## src/rtl/max7219_pkg.sv

```systemverilog
// Shared constants for the MAX7219 receive-side model: register map and frame size.
package max7219_pkg;
  localparam logic [3:0] ADDR_NOOP      = 4'h0;
  localparam logic [3:0] ADDR_DIGIT0    = 4'h1;
  localparam logic [3:0] ADDR_DIGIT1    = 4'h2;
  localparam logic [3:0] ADDR_DIGIT2    = 4'h3;
  localparam logic [3:0] ADDR_DIGIT3    = 4'h4;
  localparam logic [3:0] ADDR_DIGIT4    = 4'h5;
  localparam logic [3:0] ADDR_DIGIT5    = 4'h6;
  localparam logic [3:0] ADDR_DIGIT6    = 4'h7;
  localparam logic [3:0] ADDR_DIGIT7    = 4'h8;
  localparam logic [3:0] ADDR_DECODE    = 4'h9;
  localparam logic [3:0] ADDR_INTENSITY = 4'hA;
  localparam logic [3:0] ADDR_SCANLIM   = 4'hB;
  localparam logic [3:0] ADDR_SHUTDOWN  = 4'hC;
  localparam logic [3:0] ADDR_TEST      = 4'hF;

  localparam int FRAME_BITS = 16;

  function automatic logic is_digit(input logic [3:0] a);
    return (a >= ADDR_DIGIT0) && (a <= ADDR_DIGIT7);
  endfunction
endpackage

```

## src/rtl/max7219_serial_receiver_sync_edge.sv

```systemverilog
// Multi-flop synchroniser with registered rise/fall pulses; level_o is aligned with the pulses.
module sync_edge #(
  parameter int STAGES = 2
) (
  input  logic clk,
  input  logic rst_n,
  input  logic d_i,
  output logic level_o,
  output logic rise_o,
  output logic fall_o
);
  logic [STAGES-1:0] sync_q;
  logic              dly_q;
  logic              rise_q;
  logic              fall_q;

  always_ff @(posedge clk or negedge rst_n) begin
    if (!rst_n) begin
      sync_q <= '0;
      dly_q  <= 1'b0;
      rise_q <= 1'b0;
      fall_q <= 1'b0;
    end else begin
      sync_q <= {sync_q[STAGES-2:0], d_i};
      dly_q  <= sync_q[STAGES-1];
      rise_q <= sync_q[STAGES-1] & ~dly_q;
      fall_q <= ~sync_q[STAGES-1] & dly_q;
    end
  end

  assign level_o = dly_q;
  assign rise_o  = rise_q;
  assign fall_o  = fall_q;
endmodule

```

## src/rtl/max7219_serial_receiver.sv

```systemverilog
// MAX7219 serial receiver: deserialises 16-bit frames from SCK/DIN/LOAD and keeps the register file.
module max7219_serial_receiver
  import max7219_pkg::*;
#(
  parameter int SYNC_STAGES = 2
) (
  input  logic       clk,
  input  logic       rst_n,
  input  logic       sck_in,
  input  logic       din,
  input  logic       load,
  output logic       frame_valid,
  output logic [3:0] frame_addr,
  output logic [7:0] frame_data,
  output logic       frame_err,
  input  logic [3:0] rd_addr,
  output logic [7:0] rd_data,
  output logic       shutdown_n,
  output logic       display_test,
  output logic [3:0] intensity,
  output logic [2:0] scan_limit,
  output logic [7:0] decode_mode
);
  localparam logic [4:0] FRAME_BITS_C = 5'(FRAME_BITS);
  localparam logic [4:0] BITCNT_MAX   = 5'd31;

  logic sck_rise, sck_fall, sck_s;
  logic load_rise, load_fall, load_s;
  logic din_s;

  // sck_fall and sck_s are only needed for alignment; the shifter acts on rises.
  sync_edge #(.STAGES(SYNC_STAGES)) u_sck (
    .clk(clk), .rst_n(rst_n), .d_i(sck_in),
    .level_o(sck_s), .rise_o(sck_rise), .fall_o(sck_fall)
  );

  sync_edge #(.STAGES(SYNC_STAGES)) u_load (
    .clk(clk), .rst_n(rst_n), .d_i(load),
    .level_o(load_s), .rise_o(load_rise), .fall_o(load_fall)
  );

  // One extra flop so din lines up with the registered edge pulses.
  logic [SYNC_STAGES:0] din_sync_q;
  always_ff @(posedge clk or negedge rst_n) begin
    if (!rst_n) din_sync_q <= '0;
    else        din_sync_q <= {din_sync_q[SYNC_STAGES-1:0], din};
  end
  assign din_s = din_sync_q[SYNC_STAGES];

  logic [15:0] shreg_q, shreg_d;
  logic [4:0]  bitcnt_q, bitcnt_d;
  logic [3:0]  faddr_q, faddr_d;
  logic [7:0]  fdata_q, fdata_d;
  logic        wr_en;
  logic        unused_ok;

  assign unused_ok = sck_s ^ sck_fall;

  always_comb begin
    shreg_d  = shreg_q;
    bitcnt_d = bitcnt_q;
    faddr_d  = faddr_q;
    fdata_d  = fdata_q;
    if (load_rise) begin
      // LOAD rise wins over a coincident SCK rise: latch the pre-edge shreg.
      faddr_d  = shreg_q[11:8];
      fdata_d  = shreg_q[7:0];
      bitcnt_d = '0;
    end else if (load_fall) begin
      bitcnt_d = '0;
    end else if (sck_rise && !load_s) begin
      shreg_d = {shreg_q[14:0], din_s};
      if (bitcnt_q != BITCNT_MAX) bitcnt_d = bitcnt_q + 5'd1;
    end
  end

  always_ff @(posedge clk or negedge rst_n) begin
    if (!rst_n) begin
      shreg_q  <= '0;
      bitcnt_q <= '0;
      faddr_q  <= '0;
      fdata_q  <= '0;
    end else begin
      shreg_q  <= shreg_d;
      bitcnt_q <= bitcnt_d;
      faddr_q  <= faddr_d;
      fdata_q  <= fdata_d;
    end
  end

  assign frame_valid = load_rise;
  assign frame_addr  = load_rise ? shreg_q[11:8] : faddr_q;
  assign frame_data  = load_rise ? shreg_q[7:0]  : fdata_q;
  assign frame_err   = load_rise && (bitcnt_q != FRAME_BITS_C);
  assign wr_en       = load_rise && (bitcnt_q >= FRAME_BITS_C);

  logic [7:0][7:0] digit_q;
  logic [7:0]      decode_q;
  logic [3:0]      intensity_q;
  logic [2:0]      scanlim_q;
  logic            shutdown_q;
  logic            test_q;
  logic [3:0]      wa;
  logic [7:0]      wd;

  assign wa = shreg_q[11:8];
  assign wd = shreg_q[7:0];

  always_ff @(posedge clk or negedge rst_n) begin
    if (!rst_n) begin
      digit_q     <= '0;
      decode_q    <= '0;
      intensity_q <= '0;
      scanlim_q   <= '0;
      shutdown_q  <= 1'b0;
      test_q      <= 1'b0;
    end else if (wr_en) begin
      if (is_digit(wa)) digit_q[3'(wa - ADDR_DIGIT0)] <= wd;
      case (wa)
        ADDR_DECODE:    decode_q    <= wd;
        ADDR_INTENSITY: intensity_q <= wd[3:0];
        ADDR_SCANLIM:   scanlim_q   <= wd[2:0];
        ADDR_SHUTDOWN:  shutdown_q  <= wd[0];
        ADDR_TEST:      test_q      <= wd[0];
        default: ;
      endcase
    end
  end

  always_comb begin
    rd_data = '0;
    if (is_digit(rd_addr)) rd_data = digit_q[3'(rd_addr - ADDR_DIGIT0)];
    case (rd_addr)
      ADDR_DECODE:    rd_data = decode_q;
      ADDR_INTENSITY: rd_data = {4'b0, intensity_q};
      ADDR_SCANLIM:   rd_data = {5'b0, scanlim_q};
      ADDR_SHUTDOWN:  rd_data = {7'b0, shutdown_q};
      ADDR_TEST:      rd_data = {7'b0, test_q};
      default: ;
    endcase
  end

  assign shutdown_n   = shutdown_q;
  assign display_test = test_q;
  assign intensity    = intensity_q;
  assign scan_limit   = scanlim_q;
  assign decode_mode  = decode_q;
endmodule
```

## config.mk

```make
export PLATFORM = sky130hd
export DESIGN_NAME = max7219_serial_receiver
export DESIGN_NICKNAME = d
export VERILOG_FILES = /design/src/rtl/max7219_pkg.sv /design/src/rtl/max7219_serial_receiver_sync_edge.sv /design/src/rtl/max7219_serial_receiver.sv
export SDC_FILE = /design/constraint.sdc
export NUM_CORES = 1
export LEC_CHECK = 0
export CELL_PAD_IN_SITES_DETAIL_PLACEMENT = 0
export CELL_PAD_IN_SITES_GLOBAL_PLACEMENT = 1
export CORE_MARGIN = 2
export CORE_UTILIZATION = 44
export DETAILED_ROUTE_END_ITERATION = 16
export PLACE_DENSITY_LB_ADDON = 0.1
export SYNTH_ARGS = -nofsm -noshare
export SYNTH_HDL_FRONTEND = slang
export SYNTH_SLANG_ARGS = --single-unit
```

## constraint.sdc

```tcl
create_clock -name clk -period 2.4 [get_ports clk]
set_clock_uncertainty 0.05 [all_clocks]
set_input_delay 0.24 -clock clk [delete_from_list [all_inputs] [get_ports clk]]
set_output_delay 0.24 -clock clk [all_outputs]
set_load 0.02 [all_outputs]
```

==> results of run 1 <==
==> flip-flops by register name, summed over array words and instances (netlist names) <==
signal          cells
shreg_q            12
u_load.level_o      1
shutdown_n          1
bitcnt_q            5
decode_mode         8
scan_limit          3
u_sck.rise_o        1
u_sck.level_o       1
intensity           4
u_sck.sync_q        2
digit_q            64
u_load.sync_q       2
u_load.rise_o       1
display_test        1
din_sync_q          3
faddr_q             4
u_load.fall_o       1
fdata_q             8
==> Yosys cell counts, types with 5 or more instances <==
library cell	instances	share of area
dfrtp_1	122	0.55
mux2_2	82	0.17
nor2_1	24	0.016
mux2_4	16	0.043
mux4_2	16	0.065
clkbuf_1	13	0.0088
ha_1	13	0.029
nand2_1	8	0.0054
inv_1	6	0.0041
nand3_1	6	0.0054
buf_2	5	0.0045
mux2_1	5	0.010
o31ai_1	5	0.0068
==> cell families after synthesis <==
| family | count (synthesis) | share of synthesized area |
|---|---|---|
| xor gates and xnor gates | 7 | 0.01106 |
| buffers and inverters | 30 | 0.02619 |
| and+or+nand+nor | 63 | 0.06367 |
| adders and majority gates | 13 | 0.02935 |
| muxes | 121 | 0.2888 |
| AOI/OAI and AO/OA | 21 | 0.03003 |
| DFF | 122 | 0.5509 |
==> layout by cell type, fill, tap and decap left out, drive strengths merged, types with 3 or more instances in the layout <==
cell type	synthesis	layout
o32ai	3	3
mux2	103	103
inv	6	7
bufinv	0	3
a222oi	3	3
dfrtp	122	122
clkbuf	13	18
xor2	4	4
nand2	8	8
nand4	5	5
nor2b	4	4
clkdlybuf4s50	0	36
buf	11	41
o31ai	5	5
xnor2	3	3
nor3b	3	3
a21oi	3	3
ha	13	13
nor2	26	26
clkinvlp	0	3
nand3	8	8
clkinv	0	8
mux4	16	16
==> metal layers <==
layer,share of wire,wire [um],track usage,up-vias
met2,0.48,5554,0.2981,58
met1,0.47,5404,0.2612,1718
li1,-,-,-,1520
met3,0.032,371,0.04670,15
met5,0,0,0,-
met4,0.016,189,0.07302,0
==> cell type report <==
| cell class | instances | area [um^2] |
|---|---|---|
| clock inverter | 15 | 176.4 |
| inverter | 6 | 22.52 |
| timing repair buffer | 81 | 789.5 |
| multi-input combinational | 225 | 2552 |
| sequential | 122 | 3053 |
| fill | 993 | 4932 |
| clock buffer | 17 | 425.4 |
| tap | 168 | 210.2 |
==> report_power, final <==
group | internal [mW] | switching, mW
Sequential | 2.15 | 0.120
Combinational | 0.289 | 0.327
Clock | 1.63 | 0.936
Total | 4.06 | 1.38
==> repair_timing <==
item | CTS | global route
hold endpoints to repair | 34 | 0
hold buffers | 1 | 0
gates resized for setup | 52 | 12
buffers inserted | 0 | 0
pin swaps | 1 | 0
cloned | 0 | 1
setup endpoints to repair | 8 | 9
==> metrics by stage <==
step	instance area, um^2	std cells
2_1_floorplan	5678	377
3_3_place_gp	6529	600
3_5_place_dp	6529	600
4_1_cts	7159	633
5_1_grt	7229	634
6_report	7229	634
==> path summary, 6_finish.rpt <==
check,start,end,slack [ns],cells past startpoint
worst max-delay path,u_load.rise_o,frame_data[4],0.16,3
worst min-delay path,din,din_sync_q[0],0.22,1
worst max register to register,shreg_q[8],digit_q[38],0.20,6
worst min register to register,u_load.sync_q[0],u_load.sync_q[1],0.30,0
max in group asynchronous,rst_n,bitcnt_q[3],1.39,3
min in group asynchronous,rst_n,decode_mode[5],0.28,2
==> results.tsv, run 1 <==
metric	value	unit
Finish-stage setup viols	0	
startpoint class of the critical path	flop	
Clock transition at path regs	0.06	ns
Final Cycle Share	0.9348	
die width	116.2	um
placed wire-length estimate	8052	um
top_reg_cell synth	dfrtp_1	
H-tree depth	4	
effective utilization at floorplan	0.4557	
largest net degree at the start of global routing	46	
vias in the first global route	3531	
final worst slack	0.1564	ns
max-cap violations	0	
EDFF count, synth	0	
syn avg cell area	14.70	um^2
DRC violations left	0	
Buf/Inv on CP	2	
setup TNS	0	ns
crit path kind	reg2out	
crit path time final	2.244	ns
clk root buf	clkbuf_16	
CP peak stage delay	0.55	ns
slowest stage cell, crit path	clkdlybuf4s50_1	
Synth warnings	0	
Mapped Cells	377	
sequential fraction of the synthesis area	0.5509	
initial antenna violation count	0	
Starting DRT DRC Count	139	
crit-path cells	buf_6 -> mux2_2 -> clkdlybuf4s50_1	
die area	13510	um^2
Synth Register Bits	122	
Die Y	116.2	um
Async SR Flop Fraction	1.000	
Data arrival, critical path	1.95	ns
Cell Area, Synth	5542	um^2
share of cells above drive strength 1	0.4807	
grt total ovfl	0	
Synth cell types	42	
total clock sinks	122	
post-DR wirelength/cell	18.17	um
Vias/cell	5.222	
max-slew violation count	0	
slew at the pin closest to its max-slew limit	0.5088	ns
CTS Buf Count	17	
IO buf count	47	
final hold slack	0.2157	ns
worst vdd ir	0.6194	mV
worst-skew pair later-pin latency	0.41	ns
Inserted Diodes	0	
# IOs	48	
CP Capture Type	output port	
Core Footprint	12160	um^2
Rows	40	
first-pass GRT wire length	19060	um
Final Hold Fails	0	
Rel. slew slack	0.6608	
pre-CTS setup slack	-0.5224	ns
total number of vias	3311	
static leakage	3.403	nW
Longest Clk Path Bufs	2	
delay-heaviest family, CP	buffers and inverters	
final wirelength	11520	um
DR pass1 iterations	4	
Final Power	5.448	mW
Area Overhead vs Synth	30.46	%
Post-DRT Antenna Nets	0	
Max Fclk	445.7	MHz
Nets	475	
Worst EP required	2.11	ns
crit-path max FO	14	
Pwr per Cell Area	753.6	nW/um^2
post-synth net total	399	
Finished Core Util	0.5944	
GRT Overall Usage	0.1912	
status	finished, final reports clean	
RePlAce Congestion	0.8359	
RSZ-0062 raised after global routing	false	
worst min path class	in2reg	
CTS tree	built	
No activity file was read; power rests on OpenSTA's default activity.
==> run 2, diff against run 1 <==
- SETUP_SLACK_MARGIN: default -> 0.2
==> run 2 against run 1 <==
Net effect: flip-flop and latch count is the same; non-clock buffer count rose by 15; worst hold slack got worse by 0.00067 ns; critical path depth grew 3; worst setup slack better by 0.075 ns; sequential share of layout area down 0.79 points; wire length up 3.5%.
==> results.tsv, run 2 (synthesized netlist as in run 1, its figures left out) <==
metric	value	unit	change
Reg2Reg Setup Slack	0.23	ns	+0.03 ns
Final Cycle Share	0.9038		-0.03107
status	finished, final reports clean		
Clock transition at path regs	0.05	ns	about the same
commonest non-fill, non-tap cell in the layout	dfrtp_1		
CP peak stage delay	0.67	ns	+0.12 ns
Vias/cell	5.276		+1.0%
largest net degree at the start of global routing	39		-15%
Final Hold Fails	0		unchanged
crit path time final	2.169	ns	-0.07457 ns
top flop regs	digit_q x64, shreg_q x12		
slowest stage cell, crit path	or4_4		
critical path endpoint	digit_q[19]		
worst min path class	in2reg		
Data arrival, critical path	2.41	ns	+0.46 ns
max-cap violations	0		unchanged
post-DR wirelength/cell	18.40	um	+1.3%
final hold slack	0.2151	ns	-0.0006690 ns
max-slew violation count	0		unchanged
FF+latch area	3053	um^2	unchanged
first-pass GRT wire length	19660	um	+3.1%
commonest non-fill, non-tap cells in the layout	122 x dfrtp_1, 82 x mux2_2, 43 x buf_4, 23 x clkdlybuf4s50_1, 17 x clkbuf_16		
effective utilization at floorplan	0.4557		unchanged
Multi-input gate area	2633	um^2	+3.1%
static leakage	3.530	nW	+3.7%
share of cells above drive strength 1	0.5146		+0.03390
worst-skew pair later-pin latency	0.41	ns	about the same
Inserted Diodes	0		unchanged
reg2reg path depth	6		unchanged
Pwr per Cell Area	707.3	nW/um^2	-6.1%
slew at the pin closest to its max-slew limit	0.4742	ns	-0.03462 ns
CP Capture Type	flop		
Worst EP required	2.64	ns	+0.53 ns
total number of vias	3419		+3.3%
RSZ-0062 raised after global routing	true		
startpoint class of the critical path	flop		
hold path start	sck_in		
Core Footprint	12160	um^2	unchanged
die area	13510	um^2	unchanged
total clock sinks	122		unchanged
initial antenna violation count	0		unchanged
Rows	40		unchanged
grt total ovfl	0		unchanged
Longest Clk Path Bufs	2		unchanged
max FFs per register	64		unchanged
Worst R2R Start	shreg_q[8]		
crit path kind	reg2reg		
DRC violations left	0		unchanged
vias in the first global route	3680		+4.2%
GRT Overall Usage	0.1962		+0.004995
die width	116.2	um	unchanged
CTS tree	built		
Biggest register	digit_q		
Buf/Inv on CP	1		-1
CTS Buf Count	17		unchanged
Stages on worst setup path	6		+3
r2r endpoint	digit_q[19]		
# fillers	961		-3.2%
Starting DRT DRC Count	137		-1.4%
worst vdd ir	0.4838	mV	-22%
Nets	490		+3.2%
IO buf count	47		unchanged
# IOs	48		unchanged
H-tree depth	4		unchanged
Die Y	116.2	um	unchanged
Max Fclk	461.0	MHz	+3.4%
Finish-stage setup viols	0		unchanged
final wirelength	11930	um	+3.5%
Rel. slew slack	0.6839		+0.02308
Post-DRT Antenna Nets	0		unchanged
RePlAce Congestion	0.7993		-4.4%
placed wire-length estimate	8044	um	-0.10%
crit-path cells	inv_4 -> ha_4 -> nor3b_2 -> a2bb2oi_2 -> or4_4 -> mux2_4		
placed cell count	603		+0.50%
clk root buf	clkbuf_16		
crit-path max FO	8		-6
worst setup path start	shreg_q[8]		
final cell count without fillers	648		+2.2%
delay-heaviest family, CP	simple AND/OR/NAND/NOR gates		
DR pass1 iterations	4		unchanged
Area Overhead vs Synth	32.94	%	
run 2: cell count changes in the layout (fill, tap and decap cells not counted), moves of 3 or more:
cell | before | now
clkinv_4 | 4 | 0
dlygate4sd2_1 | 1 | 12
buf_4 | 27 | 43
clkdlybuf4s50_1 | 36 | 23
nor2_4 | 5 | 8
nor2_1 | 12 | 9
inv_1 | 5 | 2
run 2: what timing repair did:
action	4_1_cts	5_1_grt
hold endpoints to repair	30	0
pin swaps	3	5
hold buffers	1	0
setup endpoints to repair	19	57
cloned	1	0
resized for setup	81	14
buffers inserted	2	10
run 2: where the power goes:
part	internal [mW]	total [mW]	switching, mW
Combinational	0.288	0.645	0.357
Clock	1.43	2.32	0.888
Sequential	2.15	2.24	0.0979
Total	3.87	5.21	1.34
run 2: worst min-delay path by stage:
| stage | endpoint | slack, ns | cells past startpoint |
|---|---|---|---|
| floorplan | bitcnt_q[0] | -0.11 | 0 |
| global placement | digit_q[22] | 0.16 | 1 |
| detailed placement | digit_q[22] | 0.17 | 1 |
| CTS | u_sck.sync_q[0] | 0.20 | 1 |
| global route | u_sck.sync_q[0] | 0.20 | 1 |
| finish | u_sck.sync_q[0] | 0.22 | 1 |
run 2: cell type report:
class | count | share of cell area
Clock buffer | 19 | 0.06012
Sequential cell | 122 | 0.4144
Timing Repair Buffer | 96 | 0.1225
Inverter | 6 | 0.003397
Multi-Input combinational cell | 225 | 0.3573
Tap cell | 168 | 0.02853
Clock inverter | 12 | 0.01376
run 2: stage by stage:
step / util / setup TNS, ns / area [um^2] / worst slack [ns] / total power [mW]
final: 0.6058 / 0 / 7367 / 0.2310 / 5.211
after global routing: 0.6058 / 0 / 7367 / 0.1369 / 5.452
after CTS: 0.5953 / 0 / 7239 / 0.2014 / 5.271
after detailed placement: 0.5390 / -4.089 / 6555 / -0.5300 / 2.911
after global placement: 0.5390 / -3.799 / 6555 / -0.5013 / 2.905
after floorplan: - / 0 / 5707 / 0.2025 / 2.592
run 2: layer usage:
layer / vias to the layer above / global-route usage / part of all wire / wire [um]
met5: - / 0 / 0 / 0
met1: 1785 / 0.2561 / 0.45 / 5409
met4: 0 / 0.05873 / 0.012 / 140
met3: 15 / 0.05397 / 0.036 / 434
li1: 1556 / - / - / -
met2: 63 / 0.3225 / 0.50 / 5942
==> run 3, diff against run 2 <==
- MAX_ROUTING_LAYER: default -> met4
==> run 3 against run 2 <==
Net effect: worst hold slack about the same; maximum frequency down 0.15%; final cell count unchanged; first-iteration DRC count up 4.4%; sequential power about the same; worst setup slack worse by 0.0033 ns; register-to-register slack about the same; flip-flop and latch count unchanged; critical path type is now in2out; largest power group unchanged.
==> results.tsv, run 3 (synthesized netlist as in run 1, its figures left out) <==
metric	value	unit	change
status	finished, final reports clean		
total number of vias	3440		+0.61%
largest net degree at the start of global routing	39		unchanged
Starting DRT DRC Count	143		+4.4%
DR pass1 iterations	4		unchanged
Final Instance Area	7367	um^2	unchanged
hold path start	sck_in		
startpoint class of the critical path	primary input		
Multi-input gate area	2633	um^2	unchanged
worst-skew pair later-pin latency	0.41	ns	about the same
placed inst area	6555	um^2	unchanged
max-cap violations	0		unchanged
IO buf count	47		unchanged
reg2reg path depth	6		unchanged
post-DR wirelength/cell	18.35	um	-0.26%
die width	116.2	um	unchanged
Rows	40		unchanged
# fillers	961		unchanged
CP Capture Type	output port		
placed wire-length estimate	8044	um	unchanged
Worst EP required	2.11	ns	-0.53 ns
Inserted Diodes	0		unchanged
Data arrival, critical path	1.88	ns	-0.53 ns
Pwr per Cell Area	707.1	nW/um^2	about the same
commonest non-fill, non-tap cell in the layout	dfrtp_1		
crit-path max FO	4		-4
commonest non-fill, non-tap cells in the layout	122 x dfrtp_1, 82 x mux2_2, 43 x buf_4, 23 x clkdlybuf4s50_1, 17 x clkbuf_16		
total clock sinks	122		unchanged
Final Hold Fails	0		unchanged
Clock transition at path regs	0.05	ns	about the same
crit path time final	2.172	ns	+0.003330 ns
vias in the first global route	3687		+0.19%
max FFs per register	64		unchanged
clk root buf	clkbuf_16		
Rel. slew slack	0.6892		+0.005367
RePlAce Congestion	0.8108		+1.4%
Post-DRT Antenna Nets	0		unchanged
final worst slack	0.2276	ns	-0.003330 ns
final hold slack	0.2154	ns	+0.0003030 ns
slew at the pin closest to its max-slew limit	0.4661	ns	-0.008051 ns
setup TNS	0	ns	unchanged
# IOs	48		unchanged
die area	13510	um^2	unchanged
top flop regs	digit_q x64, shreg_q x12		
GRT Overall Usage	0.2023		+0.006107
DRC violations left	0		unchanged
crit path kind	in2out		
Die Y	116.2	um	unchanged
Worst R2R Start	shreg_q[8]		
Vias/cell	5.309		+0.61%
Final Cycle Share	0.9052		+0.001387
Area Overhead vs Synth	32.94	%	unchanged
Max Fclk	460.3	MHz	-0.15%
Final Power	5.209	mW	about the same
max-slew violation count	0		unchanged
worst hold endpoint	u_sck.sync_q[0]		
CTS tree	built		
initial antenna violation count	0		unchanged
first-pass GRT wire length	19640	um	about the same
worst vdd ir	0.4828	mV	-0.21%
placed cell count	603		unchanged
RSZ-0062 raised after global routing	true		
Biggest register	digit_q		
FF+latch area	3053	um^2	unchanged
Finished Core Util	0.6058		unchanged
final wirelength	11890	um	-0.26%
grt total ovfl	0		unchanged
pre-CTS setup slack	-0.5300	ns	unchanged
Finish-stage setup viols	0		unchanged
worst min path class	in2reg		
H-tree depth	4		unchanged
effective utilization at floorplan	0.4557		unchanged
r2r endpoint	digit_q[19]		
Longest Clk Path Bufs	2		unchanged
Nets	490		unchanged
CTS Buf Count	17		unchanged
Hold Crit Depth	1		unchanged
final cell count without fillers	648		unchanged
Reg2Reg Setup Slack	0.24	ns	about the same
static leakage	3.530	nW	unchanged
share of cells above drive strength 1	0.5146		unchanged
Core Footprint	12160	um^2	unchanged
## run 3: cell counts in the layout (fill, tap and decap cells not counted)
Identical to the previous run, type by type.
## run 3: cell type report
class	instances	share of cell area
Multi-Input combinational cell	225	0.3573
Sequential cell	122	0.4144
Tap cell	168	0.02853
Clock inverter	12	0.01376
Inverter	6	0.003397
Clock buffer	19	0.06012
Timing Repair Buffer	96	0.1225
## run 3: power breakdown
group	internal (mW)	switching, mW
clock network	1.43	0.886
registers	2.15	0.0983
logic	0.288	0.358
## run 3: routing by layer
layer / vias up / track usage / share of wire
met3: 15 / 0.05293 / 0.029
met1: 1804 / 0.2565 / 0.46
met4: 0 / 0.05873 / 0.011
met5: - / - / 0
met2: 57 / 0.3229 / 0.50
li1: 1564 / - / -
## run 3: critical path, stage by stage
cell and delay [ns]:
dlygate4sd2_1 0.26, buf_4 0.17, ha_2 0.22, buf_4 0.15
a222oi_1 0.32, mux2i_1 0.16, nand2_1 0.13, o31ai_4 0.07
buf_4 0.16
## run 3: worst max-delay path by stage
stage / startpoint / to / cells after the start
floorplan: rd_addr[0] / rd_data[6] / 9
detailed placement: rd_addr[0] / rd_data[7] / 7
finish: rd_addr[0] / rd_data[0] / 9
global placement: rd_addr[0] / rd_data[7] / 7
global route: rd_addr[0] / rd_data[0] / 9
CTS: shreg_q[8] / digit_q[0] / 6
## run 3: timing repair
action,CTS,global route
hold buffers,1,0
cloned,1,0
setup endpoints to repair,19,57
setup buffers,2,10
resized for setup,81,14
pin swaps,3,5
endpoints found under the hold margin,30,0
